===== config.mk =====
export PLATFORM = sky130hd
export DESIGN_NAME = gemm_result_collector_flat
export DESIGN_NICKNAME = d
export VERILOG_FILES = /design/src/rtl/GEMM_pkg.sv /design/src/rtl/gemm_result_collector_if.sv /design/src/rtl/gemm_result_fifo.sv /design/src/rtl/gemm_result_collector.sv /design/src/flat_wrapper.sv
export SDC_FILE = /design/constraint.sdc
export NUM_CORES = 1
export LEC_CHECK = 0
export BUFFER_PORTS_ARGS = -buffer_cell sky130_fd_sc_hd__buf_2
export CAP_MARGIN = 30
export CORE_MARGIN = 3
export CORE_UTILIZATION = 40
export DETAILED_ROUTE_END_ITERATION = 12
export MAX_ROUTING_LAYER = met4
export PLACE_DENSITY = 0.56
export SETUP_SLACK_MARGIN = 0.3
export SYNTH_ARGS = -nofsm -noshare
export SYNTH_HDL_FRONTEND = slang
export SYNTH_SLANG_ARGS = --single-unit

===== constraint.sdc =====
create_clock -name clk -period 4 [get_ports clk]
set_clock_uncertainty 0.1 [all_clocks]
set_input_delay 0.4 -clock clk [delete_from_list [all_inputs] [get_ports clk]]
set_output_delay 0.4 -clock clk [all_outputs]
set_load 0.01 [all_outputs]

===== src/rtl/GEMM_pkg.sv =====
// Shared types and sizing helpers for the GEMM result collector.
package GEMM_pkg;

    localparam int DEF_SA_SIZE = 4;
    localparam int DEF_WA_SIZE = 8;

    typedef logic [DEF_WA_SIZE-1:0] lane_t;
    typedef lane_t [DEF_SA_SIZE-1:0] lane_vec_t;

    // Occupancy needs to represent 0..depth inclusive.
    function automatic int level_w(input int depth);
        return $clog2(depth + 1);
    endfunction

    localparam int DEF_LEVEL_W = level_w(4);

endpackage


===== src/rtl/gemm_result_collector_if.sv =====
// Handshake bundle between the GEMM array, the collector and its consumer.
interface gemm_result_collector_if #(
    parameter int SA_SIZE                = 4,
    parameter int WEIGHT_ACTIVATION_SIZE = 8,
    parameter int FIFO_DEPTH             = 4
) ();

    logic                                                in_valid;
    logic [SA_SIZE-1:0][WEIGHT_ACTIVATION_SIZE-1:0]      in_data;
    logic                                                out_valid;
    logic                                                out_ready;
    logic [SA_SIZE-1:0][WEIGHT_ACTIVATION_SIZE-1:0]      out_data;
    logic                                                out_last;
    logic [$clog2(FIFO_DEPTH+1)-1:0]                     level;
    logic                                                overflow;

    modport slave (
        input  in_valid, in_data, out_ready,
        output out_valid, out_data, out_last, level, overflow
    );

    modport master (
        output in_valid, in_data, out_ready,
        input  out_valid, out_data, out_last, level, overflow
    );

endinterface


===== src/rtl/gemm_result_fifo.sv =====
// First-word fall-through FIFO; pointers carry a wrap bit to split full from empty.
module gemm_result_fifo #(
    parameter int WIDTH = 32,
    parameter int DEPTH = 4
) (
    input  logic                       clk,
    input  logic                       reset,
    input  logic                       push,
    input  logic                       pop,
    input  logic [WIDTH-1:0]           wdata,
    output logic [WIDTH-1:0]           rdata,
    output logic                       full,
    output logic                       empty,
    output logic [$clog2(DEPTH):0]     level
);

    localparam int AW = $clog2(DEPTH);

    logic [WIDTH-1:0] r_mem [DEPTH];
    logic [AW:0]      r_wr_ptr;
    logic [AW:0]      r_rd_ptr;

    always_ff @(posedge clk or posedge reset) begin
        if (reset) begin
            r_wr_ptr <= '0;
            r_rd_ptr <= '0;
        end else begin
            if (push) r_wr_ptr <= r_wr_ptr + 1'b1;
            if (pop)  r_rd_ptr <= r_rd_ptr + 1'b1;
        end
    end

    // Storage is intentionally not reset; contents are only meaningful below level.
    always_ff @(posedge clk) begin
        if (push) r_mem[r_wr_ptr[AW-1:0]] <= wdata;
    end

    assign rdata = r_mem[r_rd_ptr[AW-1:0]];
    assign empty = (r_wr_ptr == r_rd_ptr);
    assign full  = (r_wr_ptr[AW] != r_rd_ptr[AW]) &&
                   (r_wr_ptr[AW-1:0] == r_rd_ptr[AW-1:0]);
    assign level = r_wr_ptr - r_rd_ptr;

endmodule


===== src/rtl/gemm_result_collector.sv =====
// Buffers GEMM result rows, tags the last row of each matrix, flags drops.
// Optional GEMM_COLLECTOR_STATS_EN adds a 32-bit accepted-write counter.
module gemm_result_collector
    import GEMM_pkg::*;
#(
    parameter int SA_SIZE                = 4,
    parameter int WEIGHT_ACTIVATION_SIZE = 8,
    parameter int FIFO_DEPTH             = 4
) (
    input  logic                       clk,
    input  logic                       reset,
`ifdef GEMM_COLLECTOR_STATS_EN
    output logic [31:0]                result_count,
`endif
    gemm_result_collector_if.slave     bus
);

    localparam int WIDTH = SA_SIZE * WEIGHT_ACTIVATION_SIZE;
    localparam int LW    = level_w(FIFO_DEPTH);
    localparam int RW    = (SA_SIZE > 1) ? $clog2(SA_SIZE) : 1;
    localparam logic [RW-1:0] LAST_ROW = RW'(SA_SIZE - 1);

    logic             w_full;
    logic             w_empty;
    logic             w_pop;
    logic             w_push;
    logic             w_drop;
    logic [WIDTH-1:0] w_rdata;
    logic [LW-1:0]    w_level;
    logic [RW-1:0]    r_row;
    logic             r_overflow;

    assign w_pop  = !w_empty && bus.out_ready;
    // A full FIFO still takes the write when the head leaves in the same cycle.
    assign w_push = bus.in_valid && (!w_full || w_pop);
    assign w_drop = bus.in_valid && w_full && !w_pop;

    gemm_result_fifo #(
        .WIDTH (WIDTH),
        .DEPTH (FIFO_DEPTH)
    ) u_fifo (
        .clk   (clk),
        .reset (reset),
        .push  (w_push),
        .pop   (w_pop),
        .wdata (bus.in_data),
        .rdata (w_rdata),
        .full  (w_full),
        .empty (w_empty),
        .level (w_level)
    );

    always_ff @(posedge clk or posedge reset) begin
        if (reset) begin
            r_row      <= '0;
            r_overflow <= 1'b0;
        end else begin
            if (w_pop) r_row <= (r_row == LAST_ROW) ? '0 : r_row + 1'b1;
            if (w_drop) r_overflow <= 1'b1;
        end
    end

`ifdef GEMM_COLLECTOR_STATS_EN
    logic [31:0] r_result_count;

    always_ff @(posedge clk or posedge reset) begin
        if (reset)       r_result_count <= '0;
        else if (w_push) r_result_count <= r_result_count + 32'd1;
    end

    assign result_count = r_result_count;
`endif

    assign bus.out_valid = !w_empty;
    assign bus.out_data  = w_rdata;
    assign bus.out_last  = !w_empty && (r_row == LAST_ROW);
    assign bus.level     = w_level;
    assign bus.overflow  = r_overflow;

endmodule


===== src/flat_wrapper.sv =====
// flat-port wrapper written by rule: the top's interface ports become plain ports
module gemm_result_collector_flat import GEMM_pkg::*;
#(
    parameter int SA_SIZE                = 4,
    parameter int WEIGHT_ACTIVATION_SIZE = 8,
    parameter int FIFO_DEPTH             = 4
)
  (clk, reset, bus_in_valid, bus_in_data, bus_out_ready, bus_out_valid, bus_out_data, bus_out_last, bus_level, bus_overflow);
  gemm_result_collector_if #(.SA_SIZE(SA_SIZE), .WEIGHT_ACTIVATION_SIZE(WEIGHT_ACTIVATION_SIZE), .FIFO_DEPTH(FIFO_DEPTH)) bus_i ();
  input  logic clk;
  input  logic reset;
  input wire logic [$bits(bus_i.in_valid)-1:0] bus_in_valid;
  input wire logic [$bits(bus_i.in_data)-1:0] bus_in_data;
  input wire logic [$bits(bus_i.out_ready)-1:0] bus_out_ready;
  output wire logic [$bits(bus_i.out_valid)-1:0] bus_out_valid;
  output wire logic [$bits(bus_i.out_data)-1:0] bus_out_data;
  output wire logic [$bits(bus_i.out_last)-1:0] bus_out_last;
  output wire logic [$bits(bus_i.level)-1:0] bus_level;
  output wire logic [$bits(bus_i.overflow)-1:0] bus_overflow;
  assign bus_i.in_valid = bus_in_valid;
  assign bus_i.in_data = bus_in_data;
  assign bus_i.out_ready = bus_out_ready;
  assign bus_out_valid = bus_i.out_valid;
  assign bus_out_data = bus_i.out_data;
  assign bus_out_last = bus_i.out_last;
  assign bus_level = bus_i.level;
  assign bus_overflow = bus_i.overflow;
  gemm_result_collector #(.SA_SIZE(SA_SIZE), .WEIGHT_ACTIVATION_SIZE(WEIGHT_ACTIVATION_SIZE), .FIFO_DEPTH(FIFO_DEPTH)) u_core (.clk(clk), .reset(reset), .bus(bus_i));
endmodule

=== Word-level counts from Yosys, hierarchy flattened ===
Memory sizes are Yosys's and may differ from the RTL's.
Index checks and enable logic that the tools add are counted.

* Add/subtract/negate cells: 4
* Equal/unequal tests: 4
* Multiplexer cells: 3
* Reductions and logical operators: 10

{| class="wikitable"
|+ Operators with widths
! cell !! number
|-
| $add A3 B1 Y3 const B || 2
|-
| $logic_and A1 B1 Y1 || 6
|-
| $eq A3 B3 Y1 || 1
|-
| $logic_not A1 Y1 || 3
|-
| $sub A3 B3 Y3 || 1
|-
| $add A2 B1 Y2 const B || 1
|-
| $eq A2 B2 Y1 || 1
|-
| $eq A2 B2 Y1 const B || 1
|-
| $mux W1 || 2
|-
| $mux W2 || 1
|-
| $logic_or A1 B1 Y1 || 1
|-
| $ne A1 B1 Y1 || 1
|}

* Register bits after elaboration: 9
* Bits in writable memories: 128
* Memories: 1

{| class="wikitable"
|+ Memories
! memory !! depth !! bits a word !! rd ports !! clocked after memory_dff !! wr ports !! line !! text
|-
| u_core.u_fifo.r_mem || 4 || 32 || 1 || 0 || 1 || gemm_result_fifo.sv:19 || <nowiki>logic [WIDTH-1:0] r_mem [DEPTH];</nowiki>
|}

=== Longest topological paths before layout ===
* Depth after elaboration: 7
* Gate-level depth with buffers: 7
* Gate-level depth less buffers: 5

=== Hierarchy ===
Synthesis repeated with hierarchy kept, for this count alone.

* Cells, all modules: 220
* Area total of the unflattened synthesis: 5232.5 um2

{| class="wikitable"
|+ By module, submodules not included
! module !! times used !! cells an instance !! area each (um2)
|-
| gemm_result_fifo || 1 || 206 || 5058.6
|-
| gemm_result_collector || 1 || 14 || 173.9
|}

=== Worst setup path before layout ===
No wires, ideal clock.

* Path kind: register to register
* Start point: register u_core.u_fifo.r_rd_ptr[1]
* End point: memory u_core.u_fifo.r_mem[1][0], enable pin
* Setup time: 0.392 ns
* Arrival time: 2.334 ns
* Data required time: 3.508 ns
* Path slack: 1.174 ns
* Stages on the path, launching flop included: 8
* Period minus slack after synthesis: 2.826 ns
* Path through: dfrtp_1 > clkbuf_1 > buf_2 > inv_1 > ha_1 > nand3b_1 > nand2b_1 > and3_1

* Word-level cells in the longest chain between the ends: 7
* Elaborated cells between the ends (all ways): 10
* Those cells by class: eq/ne: 2; mux: 2; reduce/logical: 6

{| class="wikitable"
|+ RTL lines
! what !! line !! text
|-
| start, declared || gemm_result_fifo.sv:21 || <nowiki>logic [AW:0] r_rd_ptr;</nowiki>
|-
| start signal, assigned || gemm_result_fifo.sv:29 || <nowiki>if (pop) r_rd_ptr <= r_rd_ptr + 1'b1;</nowiki>
|-
| $eq A3 B3 Y1 / $eq A2 B2 Y1 (equally long branches) || gemm_result_fifo.sv:39, gemm_result_fifo.sv:41 ||
|-
| $logic_not A1 Y1 / $logic_and A1 B1 Y1 (equally long branches) || gemm_result_collector.sv:33, gemm_result_fifo.sv:40 ||
|-
| $logic_and A1 B1 Y1 / $logic_not A1 Y1 (equally long branches) || gemm_result_collector.sv:33, gemm_result_collector.sv:35 ||
|-
| $logic_or A1 B1 Y1 (*) || gemm_result_collector.sv:35 || <nowiki>assign w_push = bus.in_valid && (!w_full || w_pop);</nowiki>
|-
| $logic_and A1 B1 Y1 (*) || gemm_result_collector.sv:35 ||
|-
| $mux W1 (*) || gemm_result_fifo.sv:35 || <nowiki>if (push) r_mem[r_wr_ptr[AW-1:0]] <= wdata;</nowiki>
|-
| $mux W1 (implied by the code) (*) || gemm_result_fifo.sv:35 ||
|-
| end, declared || gemm_result_fifo.sv:19 ||
|}

Mark *: on every way between the ends. The rest lies on a longest branch, timed or not.

=== Worst setup path in the final report ===
* Start point: register u_core.u_fifo.r_rd_ptr[0]
* End point: output bus_out_data[20]

* Word-level cells in the longest chain between the ends: 1

{| class="wikitable"
|+ RTL lines
! what !! line !! text
|-
| $mem_v2 Z4 W32 || - ||
|-
| end, declared || flat_wrapper.sv:16 || <nowiki>output wire logic [$bits(bus_i.out_data)-1:0] bus_out_data;</nowiki>
|}

No other way between the ends.

==> reports/metrics.csv <==
metric;value;unit
wl;9.125;mm
worstPathCellList;buf_4 > mux4_2 > buf_2;
power_frac_clock;0.290;
globalplace.congestion;0.7836;
drv_cap;0;
drc_errors;0;
placed_area;0.005761;sq mm
synth_warnings;0;
clock_path_buffers;2;
tritoncts;yes;
worst_slew_pin_slew;900.4;ps
route.met3.wl;497;um
h-tree-depth;4;
comb_power_share;0.308;
root_buffer;clkbuf_16;
syn2layout_area_growth;21.76;%
crit_required;3500;ps
grt_max_degree;36;
power_density;794.0;mW/mm^2
yosys-top-cells-area;edfxtp_1 (74%), mux4_2 (14%), dfrtp_1 (4.3%);
synth_nets;269;
fin_nets;356;
tns;0;ps
grt_pass1_wl;14.86;mm
track_usage;0.1450;
internal_power;3.536;mW
antenna_found_initial;1;
min_path_type;in2reg;
synth-edff-count;128;
period_minus_slack;2628;ps
synthFlopType;edfxtp_1;
synth_commonest_cells;edfxtp_1 (128), mux4_2 (32), dfrtp_1 (9);
grt-ovfl-total;0;
max_stage_delay;630;ps
port_buffers;73;
core;0.01267;sq mm
setup_viol;0;
critPathSlowestCell;mux4_2;
design_area;0.006336;sq mm
critical_path.top_delay_family;buffers and inverters;
p_sw;1.495;mW
synth_area_per_cell;23.23;sq um
ys_types;23;
ir_drop;0.6802;mV
synthArstFlopShare;0.06569;
crit_buf_inv;2;
worstSetupEndpointType;output pin;
status;completed;
slew_headroom;0.3997;
synth-seq-cells;137;
initialDrtViolationCount;171;
critPathKind;reg2out;
synth-seq-area-share;0.7819;
cts_resized;0;
clock_sinks;137;
met1_length;4.108;mm
final_antenna_net_count;0;
leakagePower;2.248;nW
numCtsBuffers;17;
drv_slew;0;
die_x;120.1;um
critPathMaxFanout;34;
wl_met2;4.363;mm
clk_latency;400;ps
wire_per_inst;18.36;um
drtPass1Iterations;4;
cp.arrival;2130;ps
dieArea;0.01441;sq mm
fp-row-count;41;
via_per_inst;4.839;
grt_pass1_vias;2684;
cts.clk_slew.worst_paths;50;ps
top_layer_used;met4;
yosysMostFrequentCell;edfxtp_1;
io_pins;74;
startpoint_type;register;
hold_ws;110.4;ps
start_util;0.4107;
swShare;0.2971;
rsz0062_at_grt;false;
hpwl;5.400;mm
synth_top_cell_by_area;edfxtp_1;
synth_cells;224;
pwr-share-seq;0.401;
max_freq;380.5;MHz
period_share;0.6570;
netlist_area;0.005204;sq mm
drive_above_1_share;0.4568;
finalHoldViolations;0;
synth_top_area_frac;0.7386;
num_vias;2405;
die_y;120.1;um
-- per-stage QoR --
step	worst slack, ps	utilization	instances	power, mW
finish	1372	0.5000	497	5.031
global route	1234	0.5000	497	5.333
CTS	1303	0.4999	496	5.124
detailed placement	1429	0.4546	463	3.650
global placement	1519	0.4546	463	3.635
floorplan	1174	-	224	3.087
-- sequential cells by signal, summed over array words and instances (netlist names) --
signal and cells:
u_core.u_fifo.r_rd_ptr 3, u_core.bus.overflow 1, u_core.u_fifo.r_mem 128, u_core.r_row 2, u_core.u_fifo.r_wr_ptr 3
-- cell type report --
cell class | instances | area (sq um)
diodes | 1 | 2.502
clock buffers | 19 | 432.9
fillers | 1050 | 6335
clock inverters | 13 | 130.1
repair buffers | 76 | 390.4
multi-input cells | 72 | 1067
flip-flops and latches | 137 | 4071
well taps | 172 | 215.2
inverters | 7 | 26.28
-- path summary, 6_finish.rpt --
| path | from | end | slack, ps | depth (start not counted) |
|---|---|---|---|---|
| setup / recovery | u_core.u_fifo.r_rd_ptr[0] | bus_out_data[20] | 1370 | 3 |
| hold / removal | bus_in_data[15] | u_core.u_fifo.r_mem[3][15] | 110 | 1 |
| setup reg to reg | u_core.u_fifo.r_wr_ptr[0] | u_core.u_fifo.r_mem[0][6] | 1470 | 5 |
| hold reg to reg | u_core.bus.overflow | u_core.bus.overflow | 350 | 1 |
| max in group asynchronous | reset | u_core.u_fifo.r_rd_ptr[1] | 3130 | 3 |
| min in group asynchronous | reset | u_core.bus.overflow | 390 | 3 |
-- power groups by stage --
stage	registers, mW	clock network (mW)	logic, mW
floorplan	2.02	0	1.06
global placement	2.04	0	1.60
detailed placement	2.05	0	1.60
CTS	2.02	1.50	1.61
global route	2.05	1.57	1.71
finish	2.02	1.46	1.55
-- what timing repair did --
action	4_1_cts	5_1_grt
hold buffers	1	0
hold endpoints to repair	9	0
endpoints found under the setup margin	0	0
setup buffers	0	0
-- placed cells by master, fill, tap and decap left out, drive strengths merged --
cell,count
a21o,1
and2,1
and3,4
buf,75
bufinv,2
clkbuf,19
clkinv,7
clkinvlp,4
dfrtp,9
diode,1
dlygate4sd3,1
edfxtp,128
fa,1
ha,8
inv,7
mux2,5
mux2i,1
mux4,32
nand2,5
nand2b,1
nand3,1
nand3b,1
nor2,2
o21ai,4
xnor2,4
xor2,1
-- layer usage --
metal / track usage / vias to the layer above
li1: - / 1097
met1: 0.1866 / 1222
met2: 0.2153 / 69
met3: 0.04760 / 17
met4: 0.05727 / 0
met5: - / -
-- worst register-to-register path: stages (launching register included) --
cell and delay (ps):
dfrtp_1 410, inv_1 100, ha_1 350, nand3b_1 190
nand2b_1 180, and3_2 800
-- cells by family (layout without fill, tap and decap cells) --
group,after synthesis,count (layout),synth area share
AOI/OAI and AO/OA,5,5,0.006734
xor gates and xnor gates,5,5,0.008415
adders and majority gates,9,9,0.02308
buffers and inverters,15,115,0.01395
DFF,137,137,0.7819
muxes,38,38,0.1512
other,0,1,0
and+or+nand+nor,15,15,0.01467
Power figures use the tool's default switching activity.
